**src/rtl/note_pkg.sv**
```systemverilog
//------------------------------------------------------------------------------
// note_pkg : shared types, note frequency table and half-period helper
// Rev 1.0  : initial release
//------------------------------------------------------------------------------
`default_nettype none

package note_pkg;

    typedef enum logic [1:0] {
        ST_IDLE = 2'd0,
        ST_PLAY = 2'd1,
        ST_GAP  = 2'd2
    } state_t;

    // Code 0 is a rest; codes 1..15 run C4 up to C6.
    localparam int unsigned NOTE_HZ [16] = '{
        0,   262, 294, 330, 349, 392, 440, 494,
        523, 587, 659, 698, 784, 880, 988, 1047
    };

    function automatic logic [31:0] half_period(input logic [3:0] code,
                                                input int unsigned clk_hz);
        if (code == 4'd0) begin
            return 32'd0;
        end
        return clk_hz / (2 * NOTE_HZ[code]);
    endfunction

endpackage

`default_nettype wire

```
**src/rtl/note_tone_gen_osc.sv**
```systemverilog
//------------------------------------------------------------------------------
// tone_osc : square-wave oscillator with loadable half period
// Rev 1.0  : initial release
//------------------------------------------------------------------------------
`default_nettype none

module tone_osc (
    input  logic        clk,
    input  logic        rstn,
    input  logic        load,
    input  logic        clear,
    input  logic        run,
    input  logic [31:0] half_in,
    output logic        pwm
);

    logic [31:0] r_half;
    logic [31:0] r_phase;
    logic        r_pwm;
    logic        w_wrap;

    // A half period of 0 or 1 degenerates to toggling every cycle.
    assign w_wrap = ((r_phase + 32'd1) >= r_half);

    always_ff @(posedge clk or negedge rstn) begin
        if (!rstn) begin
            r_half  <= 32'd0;
            r_phase <= 32'd0;
            r_pwm   <= 1'b0;
        end else if (load) begin
            r_half  <= half_in;
            r_phase <= 32'd0;
            r_pwm   <= 1'b1;
        end else if (clear) begin
            r_phase <= 32'd0;
            r_pwm   <= 1'b0;
        end else if (run) begin
            if (w_wrap) begin
                r_phase <= 32'd0;
                r_pwm   <= ~r_pwm;
            end else begin
                r_phase <= r_phase + 32'd1;
            end
        end
    end

    assign pwm = r_pwm;

endmodule

`default_nettype wire

```
**src/rtl/note_tone_gen.sv**
```systemverilog
//------------------------------------------------------------------------------
// note_tone_gen : note strobe to timed square-wave tone plus amplifier enable
// Rev 1.0       : initial release
//------------------------------------------------------------------------------
`default_nettype none

module note_tone_gen
    import note_pkg::*;
#(
    parameter int unsigned CLK_HZ     = 100_000_000,
    parameter int unsigned DUR_CYCLES = CLK_HZ / 4,
    parameter int unsigned GAP_CYCLES = CLK_HZ / 100
) (
    input  logic       clk,
    input  logic       rstn,
    input  logic       note_en,
    input  logic [3:0] note,
    output logic       pwm,
    output logic       sd,
    output logic       busy,
    output logic [3:0] cur_note
);

    localparam logic [31:0] c_dur_last = 32'(DUR_CYCLES - 1);
    localparam logic [31:0] c_gap_last = 32'(GAP_CYCLES - 1);

    generate
        if (DUR_CYCLES == 0 || GAP_CYCLES == 0) begin : g_param_check
            $error("note_tone_gen: DUR_CYCLES and GAP_CYCLES must be at least 1");
        end
    endgenerate

    logic [31:0] w_half_tab [16];

    generate
        for (genvar i = 0; i < 16; i++) begin : g_half_tab
            assign w_half_tab[i] = half_period(4'(i), CLK_HZ);
        end
    endgenerate

    state_t      r_state,    w_state_nxt;
    logic [31:0] r_dur,      w_dur_nxt;
    logic [3:0]  r_cur_note, w_cur_note_nxt;
    logic        r_sd,       w_sd_nxt;
    logic        r_note_en_d;
    logic        w_trig;
    logic        w_load;
    logic        w_clear;
    logic        w_run;

    assign w_trig = note_en & ~r_note_en_d;

    always_ff @(posedge clk or negedge rstn) begin
        if (!rstn) begin
            r_state     <= ST_IDLE;
            r_dur       <= 32'd0;
            r_cur_note  <= 4'd0;
            r_sd        <= 1'b0;
            r_note_en_d <= 1'b0;
        end else begin
            r_state     <= w_state_nxt;
            r_dur       <= w_dur_nxt;
            r_cur_note  <= w_cur_note_nxt;
            r_sd        <= w_sd_nxt;
            r_note_en_d <= note_en;
        end
    end

    // A trigger outranks any expiry in the same cycle.
    always_comb begin
        w_state_nxt    = r_state;
        w_dur_nxt      = r_dur;
        w_cur_note_nxt = r_cur_note;
        w_sd_nxt       = r_sd;
        w_load         = 1'b0;
        w_clear        = 1'b0;
        if (w_trig) begin
            w_dur_nxt = 32'd0;
            if (note != 4'd0) begin
                w_state_nxt    = ST_PLAY;
                w_cur_note_nxt = note;
                w_sd_nxt       = 1'b1;
                w_load         = 1'b1;
            end else begin
                w_state_nxt    = ST_IDLE;
                w_cur_note_nxt = 4'd0;
                w_sd_nxt       = 1'b0;
                w_clear        = 1'b1;
            end
        end else begin
            case (r_state)
                ST_PLAY: begin
                    if (r_dur == c_dur_last) begin
                        w_state_nxt = ST_GAP;
                        w_dur_nxt   = 32'd0;
                        w_clear     = 1'b1;
                    end else begin
                        w_dur_nxt = r_dur + 32'd1;
                    end
                end
                ST_GAP: begin
                    if (r_dur == c_gap_last) begin
                        w_state_nxt    = ST_IDLE;
                        w_dur_nxt      = 32'd0;
                        w_sd_nxt       = 1'b0;
                        w_cur_note_nxt = 4'd0;
                    end else begin
                        w_dur_nxt = r_dur + 32'd1;
                    end
                end
                default: begin
                    w_state_nxt = ST_IDLE;
                    w_dur_nxt   = 32'd0;
                    w_sd_nxt    = 1'b0;
                end
            endcase
        end
    end

    assign w_run = (r_state == ST_PLAY);

    tone_osc u_osc (
        .clk     (clk),
        .rstn    (rstn),
        .load    (w_load),
        .clear   (w_clear),
        .run     (w_run),
        .half_in (w_half_tab[note]),
        .pwm     (pwm)
    );

    assign sd       = r_sd;
    assign busy     = (r_state != ST_IDLE);
    assign cur_note = r_cur_note;

endmodule

`default_nettype wire
```
**config.mk**
```make
export PLATFORM = sky130hd
export DESIGN_NAME = note_tone_gen
export DESIGN_NICKNAME = d
export VERILOG_FILES = /design/src/rtl/note_pkg.sv /design/src/rtl/note_tone_gen_osc.sv /design/src/rtl/note_tone_gen.sv
export SDC_FILE = /design/constraint.sdc
export NUM_CORES = 1
export LEC_CHECK = 0
export ABC_CLOCK_PERIOD_IN_PS = 5500
export BUFFER_PORTS_ARGS = -buffer_cell sky130_fd_sc_hd__buf_2
export CAP_MARGIN = 20
export CORE_MARGIN = 5
export CORE_UTILIZATION = 35
export DETAILED_ROUTE_END_ITERATION = 12
export HOLD_SLACK_MARGIN = 0.06
export PLACE_DENSITY_LB_ADDON = 0.05
export SYNTH_ARGS = -nofsm -noshare
export SYNTH_HDL_FRONTEND = slang
export SYNTH_HIERARCHICAL = 1
export SYNTH_SLANG_ARGS = --single-unit
```
**constraint.sdc**
```tcl
create_clock -name clk -period 5.5 [get_ports clk]
set_input_delay 1.65 -clock clk [delete_from_list [all_inputs] [get_ports clk]]
set_output_delay 1.65 -clock clk [all_outputs]
set_load 0.01 [all_outputs]
```
==> flow_summary_export.csv <==
group,metric,value,unit
status,status,"finished, final reports clean",
grt,overflow,0,
clock_network,cts_made_buffers,9,
logic_synthesis,synth_top_area_frac,0.4065,
logic_synthesis,synth-main-ff-cell,"dfrtp_1",
grt,grt_use_total,0.1466,
pwr,p_leak,3.220,nW
logic_synthesis,synthCells,740,
placement,port_buffers,13,
die,die_area,0.02129,sq mm
logic_synthesis,yosysTopAreaCell,"dfrtp_1",
pwr,ir_drop,0.1491,mV
layout,syn2layout_area_growth,9.834,%
clock_network,ctsHoldBuffers,0,
placement,dpl.hpwl,10.89,mm
sta,setup-violations-final,0,
sta,max_freq,0.1993,GHz
logic_synthesis,synth_commonest_cells,"dfrtp_1 (105), nand2_1 (104), nor2_1 (52), o21ai_0 (52), inv_1 (51)",
layout,drive_above_1_share,0.06897,
logic_synthesis,post-synth-top-count-cell,"dfrtp_1",
pwr,p_sw,0.5009,mW
grt,grt_pass1_wl,25.70,mm
die,die_h,145.9,um
sta,hold_viol,0,
critical_path,start_kind,"flip-flop",
placement,dp.cells,968,
critical_path,arrival,5.24,ns
die,start_util,0.3574,
logic_synthesis,syn_area_per_cell,8.735,sq um
critical_path,crit_type,"reg -> reg",
run,cap_violations,0,
critical_path,crit_start,"u_osc/r_phase[0]",
sta,finalCriticalPeriod,5.017,ns
critical_path,slowest_stage,"nor4_1",
logic_synthesis,yosys-top-cells-area,"dfrtp_1 (41%), ha_1 (8.5%), nand2_1 (6.0%)",
critical_path,crit_end,"u_osc/r_phase[4]",
logic_synthesis,synth_seq_cells,105,
layout,finalNetCount,801,
logic_synthesis,yosysWarnings,6,
drt,antenna_left,0,
sta,worstMarginPinSlew,0.7018,ns
logic_synthesis,async_flop_share,1.000,
logic_synthesis,yosysUniqueCellTypes,54,
drt,viasPerCell,5.232,
layout,fin_cells,983,
min_path,hp-start,"cur_note[2]",
critical_path,rrSetupSlack,0.48,ns
clock_network,htree_levels,3,
die,core,0.01809,sq mm
clock_network,cts_setup_buffers,0,
drt,wl,15.32,mm
clock_network,cts.sink_count,105,
die,io_pins,14,
critical_path,cp-end-kind,"flip-flop",
critical_path,slowest_delay,0.66,ns
drt,wl_per_cell,15.58,um
sta,fin_crit_sh,0.9122,
clock_network,cts_tree,"yes",
layout,fill_cells,1810,
sta,finalSetupTns,0,ns
critical_path,path_depth,14,
clock_network,postCtsResizedCells,0,
pwr,p_comb_frac,0.149,
logic_synthesis,synth_area,0.006464,sq mm
drt,vias,5143,
pwr,swShare,0.2753,
drt,drtIter0Drc,215,
critical_path,cp_cell_sequence,"ha_1, nand3_1, nor4_2, inv_2, or4_1, xnor2_1, ha_1, nand4_1, nor4_1, inv_1, a311o_1, buf_4, nand3_1, o22ai_1",
critical_path,crit_buf_inv,3,
drt,firstDrtPassIters,5,
critical_path,r2r_cells,14,
pwr,seq_power_share,0.468,
placement,gp_congestion,0.8576,
logic_synthesis,synth_edf_count,0,
min_path,hold_class,"reg -> reg",
critical_path,rr_startpoint,"u_osc/r_phase[0]",
die,die_width,145.9,um
pwr,power.density,256.3,mW/mm^2
die,row_count,49,
logic_synthesis,ys_seq_area_frac,0.4065,
sta,setup_ws,0.4828,ns
clock_network,worstSkewPairLatency,0.35,ns
critical_path,r2r_end,"u_osc/r_phase[4]",
grt,antenna_found_initial,0,
clock_network,clk_pin_slew,0.07,ns
grt,grt_pass1_vias,5027,
sta,fin_skew,0.006994,ns
sta,finalMaxSlewViolations,0,
pwr,internal_power,1.319,mW
drt,drc_errors,0,
critical_path,cpLargestDelayFamily,"simple AND/OR/NAND/NOR gates",
placement,dp_slack,0.5427,ns
clock_network,max-clock-path-buffers,2,
pwr,clkPwrFrac,0.383,
clock_network,cts-root-buf,"clkbuf_16",
sta,slew_headroom,0.5321,
grt,grt_max_degree,71,
layout,diodes,0,
critical_path,crit_required,5.72,ns
critical_path,crit_path_max_fanout,16,
sta,rsz0062_at_grt,"false",
==> through the flow <==
stage	total power, mW	instance area [sq um]	hold WS [ns]	util
after floorplan	1.044	6513	0.4694	-
after global placement	1.133	6789	0.5022	0.3754
after detailed placement	1.140	6789	0.4917	0.3754
after CTS	1.850	7099	0.5180	0.3925
after global routing	1.923	7099	0.5414	0.3925
final	1.820	7099	0.5136	0.3925
==> layer usage <==
layer  global-route usage  share of wire  up-vias
met1               0.2193           0.53     2465
met4              0.05271          0.016        0
met2               0.2161           0.43       80
met5                    0              0        -
met3              0.01931          0.027       16
li1                     -              -     2582
==> state kept, by name, summed over array words and instances, names as in the netlist <==
name	flops
cur_note	4
u_osc/pwm	1
sd	1
r_dur	32
u_osc/r_half	32
u_osc/r_phase	32
r_note_en_d	1
r_state	2
==> cell families (layout without fill, tap and decap cells) <==
logic type	Yosys count	in the layout	synth area share
compound gates	144	144	0.1380
xor+xnor	54	54	0.07317
fa+ha+maj	44	44	0.08517
buf+inv	89	90	0.05633
flops	105	105	0.4065
mux	6	6	0.009485
other cells	1	14	0.0005802
simple gates	297	297	0.2307
==> cell usage in the layout (no fill, tap or decap), drive strengths merged, types with 21 or more instances in the layout <==
cell	Yosys	final
inv	52	53
nand3	37	37
nor2	52	52
ha	44	44
nand2	104	104
xor2	36	36
dfrtp	105	105
nand4	21	21
a21oi	27	27
buf	4	22
o21ai	61	61
==> worst min path at each step <==
stage	to	depth (start not counted)	slack, ns
finish	cur_note[2]	1	0.51
global route	cur_note[2]	1	0.54
CTS	cur_note[2]	1	0.52
detailed placement	cur_note[2]	1	0.49
global placement	cur_note[2]	1	0.50
floorplan	r_dur[0]	1	0.47
==> area by class of cell <==
class                           count  area, sq um  area share
Clock inverter                      4        77.57     0.01093
Multi-Input combinational cell    559         3541      0.4988
Timing Repair Buffer               22        135.1     0.01903
Clock buffer                       11        232.7     0.03278
Tap cell                          229        286.5     0.04036
Inverter                           53        198.9     0.02802
Sequential cell                   105         2628      0.3701
==> worst reg2reg max path, cell delays in order (launching register included) <==
cell     delay, ns
dfrtp_1       0.48
ha_1          0.27
nand3_1       0.25
nor4_2        0.61
inv_2         0.06
or4_1         0.54
xnor2_1       0.17
ha_1          0.28
nand4_1       0.19
nor4_1        0.66
inv_1         0.12
a311o_1       0.58
buf_4         0.32
nand3_1       0.24
o22ai_1       0.13
==> power groups by stage <==
stage,sequential [mW],combinational [mW],clock (mW)
5_1_grt,0.857,0.312,0.753
3_5_place_dp,0.867,0.273,0
2_1_floorplan,0.862,0.182,0
4_1_cts,0.852,0.274,0.724
3_3_place_gp,0.866,0.267,0
6_report,0.852,0.271,0.696
Power figures use the tool's default switching activity.
